$ cat config.mk
export PLATFORM = sky130hd
export DESIGN_NAME = ram_arbiter
export DESIGN_NICKNAME = d
export VERILOG_FILES = /design/src/rtl/ram_arbiter.sv
export SDC_FILE = /design/constraint.sdc
export NUM_CORES = 1
export LEC_CHECK = 0
export CELL_PAD_IN_SITES_DETAIL_PLACEMENT = 1
export CELL_PAD_IN_SITES_GLOBAL_PLACEMENT = 2
export CORE_AREA = 2 2 122 124
export DETAILED_ROUTE_END_ITERATION = 16
export DIE_AREA = 0 0 124 126
export HOLD_SLACK_MARGIN = 0.1
export PLACE_DENSITY = 0.89
export SLEW_MARGIN = 20
export SYNTH_ARGS = -nofsm -noshare
export SYNTH_HDL_FRONTEND = slang
export SYNTH_SLANG_ARGS = --single-unit
$ cat constraint.sdc
create_clock -name clk -period 5.7 [get_ports clk]
set_input_delay 1.14 -clock clk [delete_from_list [all_inputs] [get_ports clk]]
set_output_delay 1.14 -clock clk [all_outputs]
set_load 0.005 [all_outputs]
$ cat src/rtl/ram_arbiter.sv
// Two-requester round-robin arbiter in front of a single-port RAM controller.
// Grants one access at a time, drives the controller handshake and aborts accesses that stall.
module ram_arbiter #(
  parameter int TIMEOUT = 64,
  parameter int SETTLE  = 8
) (
  input  logic        clk,
  input  logic        rst_n,
  input  logic [1:0]  req,
  input  logic [1:0]  we,
  input  logic [22:0] addr0,
  input  logic [22:0] addr1,
  input  logic [15:0] wdata0,
  input  logic [15:0] wdata1,
  output logic [1:0]  done,
  output logic [15:0] rdata,
  output logic        busy,
  output logic        timeout_err,
  input  logic        err_clr,
  output logic        Instruction,
  output logic        latch,
  output logic [22:0] ramBusAddr,
  output logic [15:0] ramBusDataIn,
  input  logic [15:0] ramBusDataOut,
  input  logic        Ready
);

  localparam int WW = $clog2(TIMEOUT + 1);
  localparam int SW = $clog2(SETTLE + 1);

  typedef enum logic [2:0] {
    ST_SETTLE, ST_IDLE, ST_ISSUE, ST_WAIT_ACCEPT, ST_WAIT_DONE, ST_COMPLETE
  } state_t;

  state_t      r_state;
  logic [SW-1:0] r_settle;
  // Wait counter is sized so it can actually reach TIMEOUT.
  logic [WW-1:0] r_wait;
  logic        r_last;
  logic        r_grant;
  logic        r_latch;
  logic        r_instr;
  logic [22:0] r_addr;
  logic [15:0] r_wdata;
  logic [1:0]  r_done;
  logic [15:0] r_rdata;
  logic        r_busy;
  logic        r_err;

  logic w_pick;
  logic w_expire;
  logic w_abort;

  // A tie goes to the requester that was not served last.
  assign w_pick   = req[1] & (~req[0] | ~r_last);
  assign w_expire = (r_wait == WW'(TIMEOUT - 1));
  assign w_abort  = w_expire &
                    (((r_state == ST_WAIT_ACCEPT) & Ready) |
                     ((r_state == ST_WAIT_DONE) & ~Ready));

  always_ff @(posedge clk or negedge rst_n) begin
    if (!rst_n) begin
      r_state  <= ST_SETTLE;
      r_settle <= '0;
      r_wait   <= '0;
      r_last   <= 1'b1;
      r_grant  <= 1'b0;
      r_latch  <= 1'b0;
      r_instr  <= 1'b0;
      r_addr   <= '0;
      r_wdata  <= '0;
      r_done   <= 2'b00;
      r_rdata  <= '0;
      r_busy   <= 1'b1;
      r_err    <= 1'b0;
    end else begin
      r_latch <= 1'b0;
      r_done  <= 2'b00;
      r_err   <= w_abort | (r_err & ~err_clr);
      case (r_state)
        ST_SETTLE: begin
          if (r_settle == SW'(SETTLE - 1)) begin
            r_state <= ST_IDLE;
            r_busy  <= 1'b0;
          end else begin
            r_settle <= r_settle + SW'(1);
          end
        end
        ST_IDLE: begin
          if (req != 2'b00) begin
            r_grant <= w_pick;
            r_instr <= w_pick ? we[1] : we[0];
            r_addr  <= w_pick ? addr1 : addr0;
            r_wdata <= w_pick ? wdata1 : wdata0;
            r_latch <= 1'b1;
            r_busy  <= 1'b1;
            r_state <= ST_ISSUE;
          end
        end
        ST_ISSUE: begin
          r_wait  <= '0;
          r_state <= ST_WAIT_ACCEPT;
        end
        ST_WAIT_ACCEPT: begin
          if (!Ready) begin
            r_state <= ST_WAIT_DONE;
            r_wait  <= r_wait + WW'(1);
          end else if (w_abort) begin
            r_state <= ST_COMPLETE;
            r_done  <= r_grant ? 2'b10 : 2'b01;
            r_rdata <= 16'hDEAD;
          end else begin
            r_wait <= r_wait + WW'(1);
          end
        end
        ST_WAIT_DONE: begin
          if (Ready) begin
            r_state <= ST_COMPLETE;
            r_done  <= r_grant ? 2'b10 : 2'b01;
            if (!r_instr) r_rdata <= ramBusDataOut;
          end else if (w_abort) begin
            r_state <= ST_COMPLETE;
            r_done  <= r_grant ? 2'b10 : 2'b01;
            r_rdata <= 16'hDEAD;
          end else begin
            r_wait <= r_wait + WW'(1);
          end
        end
        ST_COMPLETE: begin
          r_last  <= r_grant;
          r_busy  <= 1'b0;
          r_state <= ST_IDLE;
        end
        default: begin
          r_state <= ST_SETTLE;
          r_busy  <= 1'b1;
        end
      endcase
    end
  end

  assign done         = r_done;
  assign rdata        = r_rdata;
  assign busy         = r_busy;
  assign timeout_err  = r_err;
  assign Instruction  = r_instr;
  assign latch        = r_latch;
  assign ramBusAddr   = r_addr;
  assign ramBusDataIn = r_wdata;

endmodule

==> summary.txt <==
Max layer used = met4
Main flop type after synthesis = dfrtp_1
Crit-path max FO = 11
Ratio of cells with drive above 1 in the final layout = 0.0502
Worst IR Drop VDD = 0.156 mV
Place WS = 2.33 ns
Cells after Synth = 342
Total chip power = 2.66 mW
Critical Path Sink Type = flop
Power Density = 467 mW/mm2
Least-Margin Pin Slew = 0.938 ns
TritonCTS buffer count = 9
Clock transition at the registers of the reported paths = 0.06 ns
Num ports = 163
Avg WL per Cell = 16.3 um
CTS tree = built
Post-synth top area share = 0.517
Die H = 126 um
Synth-to-layout area growth = 56.8%
Global route overflow = 0
Post-CTS Setup Repair Bufs = 0
Crit Path Class = in2reg
CTS resizes = 0
Largest net degree at the start of global routing = 78
Global-route wire length before repair = 18.1 mm
WL met1 = 4.39 mm
Min Tclk post-route = 3.04 ns
Die ar. = 0.0156 mm2
Tcrit/Tclk final = 0.534
Critical path's largest stage delay = 0.67 ns
Initial Utilization = 0.254
CP max stage cell = or4b_1
Setup_tns = 0 ns
DRC = 0
EDFF count, synth = 0
Num rows = 44
Vias in the first global route = 3613
Routability Congestion = 0.836
Die Width = 124 um
Distinct cells, synth = 52
Hold-fix buffers, CTS = 0
H-tree levels = 3
Pleak = 2.40 nW
RSZ-0062 raised after global routing = no
Fmax = 329 MHz
WL met2 = 5.63 mm
Core area = 0.0143 mm2
Seq/Total Area, Yosys = 0.531
Min-Delay Path Class = reg2reg
PnR worst setup slack = 2.66 ns
Max-slew violations = 0
Critical Path AT = 3.26 ns
Syn Std Cell Area = 0.00363 mm2
Worst relative slew slack = 0.369
Post-layout net count = 597
Post-Route WL = 11.2 mm
Clk_lat worst skew = 0.34 ns
Metal3 WL = 788 um
DP HPWL = 8.30 mm
Drt pass-1 iters = 4
Buffer depth of the longest clock path = 2
Critical Path, Cell by Cell = clkdlybuf4s50_1, or4b_1, a2111o_1, and2_4, a22o_1
Mean Syn Cell Area = 10.6 um2
Setup violators final = 0
Post-synthesis async set-or-reset flop share = 1.00
Port bufs = 162
Hold WS = 0.474 ns
All-Layer GR Usage = 0.151
Warnings from Yosys = 0
Final Hold Viols = 0
Util after Layout = 0.398
ANT nets after route = 0
Initial detailed-routing violation count = 96
Max Cap Viol = 0
Area contributors post-synth = dfrtp_1 52%, mux2i_1 11%, o21ai_0 6.3%
Ant. Diodes = 0
Vias/cell = 4.82
Root Buffer = clkbuf_16
Clock Skews = 0.00583 ns
Sink Count = 77
Vias post-DR = 3288
Initial antenna violation count = 0
Worst setup SP type = primary input
CP required = 5.92 ns
Flops & latches, synth = 77
Syn_nets = 446
Status = complete, no violations
Leading area contributor after synthesis = dfrtp_1
==> metrics by stage <==
step	area (um2)	cells
detailed placement	5400	666
finish	5690	682
CTS	5690	682
global placement	5400	666
floorplan	3630	342
global route	5690	682
==> cell usage after synthesis, drive strengths merged, types with 2 or more instances <==
master  number
nand3        5
o21ai       46
mux2i       41
nor2b        3
and3b        2
nor3         6
a21oi        4
dfstp        2
o211ai       5
nand2b       3
nor4b        2
mux2         3
a21boi       2
nand4b       2
or3          2
o22a        11
nor2         5
buf          6
a22o         7
dfrtp       75
nor3b        4
nand2       51
ha           2
xnor2        2
and3         2
o21bai       2
inv          5
nand4        2
clkbuf      18
nor4         3
==> final timing paths <==
check,startpoint,end,slack (ns),depth (start not counted)
setup reg to reg,r_state[2],rdata[6],3.35,4
min in group asynchronous,rst_n,r_settle[1],0.84,1
max in group asynchronous,rst_n,rdata[8],4.38,1
hold / removal,r_grant,done[0],0.47,1
hold reg to reg,r_grant,done[0],0.47,1
setup / recovery,Ready,rdata[6],2.66,5
==> cells in the final DEF, fill, tap and decap left out, drive strengths merged, types with 2 or more instances in the layout <==
| master | Yosys | final |
|---|---|---|
| clkbuf | 18 | 14 |
| nand2 | 51 | 51 |
| o21bai | 2 | 2 |
| mux2 | 3 | 3 |
| nor3 | 6 | 6 |
| nor4 | 3 | 3 |
| nand4b | 2 | 2 |
| dfstp | 2 | 2 |
| buf | 6 | 3 |
| clkdlybuf4s50 | 0 | 161 |
| nand2b | 3 | 3 |
| dfrtp | 75 | 75 |
| a21oi | 4 | 4 |
| nand4 | 2 | 2 |
| ha | 2 | 2 |
| or3 | 2 | 2 |
| o21ai | 46 | 46 |
| a21boi | 2 | 2 |
| a22o | 7 | 7 |
| nor4b | 2 | 2 |
| nor2b | 3 | 3 |
| o22a | 11 | 11 |
| and3 | 2 | 2 |
| nor2 | 5 | 5 |
| inv | 5 | 5 |
| and3b | 2 | 2 |
| nor3b | 4 | 4 |
| o211ai | 5 | 5 |
| xnor2 | 2 | 2 |
| mux2i | 41 | 41 |
| nand3 | 5 | 5 |
==> power by group <==
group	switching (mW)	internal (mW)	leakage [nW]	total, mW
Sequential	0.197	0.801	0.955	0.998
Clock	0.217	0.351	0.141	0.568
Combinational	0.460	0.634	1.30	1.09
==> routing by layer <==
metal	up-vias	GRT usage
met2	99	0.249
met1	1619	0.176
met5	-	0
met3	24	0.0489
met4	0	0.0734
li1	1546	-
==> critical path: cells and delay by family <==
| kind | cells | cell delay, ns |
|---|---|---|
| AND/OR/NAND/NOR | 2 | 0.85 |
| AO/OA/AOI/OAI | 2 | 0.69 |
| buffers and inverters | 1 | 0.59 |
==> cell type report <==
| cell class | instances | area [um2] |
|---|---|---|
| Clock buffer | 14 | 254 |
| Clock inverter | 2 | 35.0 |
| Fill cell | 1614 | 8620 |
| Inverter | 5 | 18.8 |
| Multi-Input combinational cell | 236 | 1590 |
| Sequential cell | 77 | 1930 |
| Tap cell | 184 | 230 |
| Timing Repair Buffer | 164 | 1640 |
==> kinds of logic after synthesis <==
kind of cell | share of synthesized area
adders and majority gates | 0.00689
buffers and inverters | 0.0351
DFF | 0.531
muxes | 0.122
and+or+nand+nor | 0.132
AOI/OAI and AO/OA | 0.165
xor gates and xnor gates | 0.00724
==> flip-flops by register name (all words and copies together), names as in the netlist, 2 cells and up <==
register,count
done,2
r_wait,7
ramBusAddr,23
rdata,16
r_state,3
ramBusDataIn,16
r_settle,4
(Power assumes the default switching activity.)
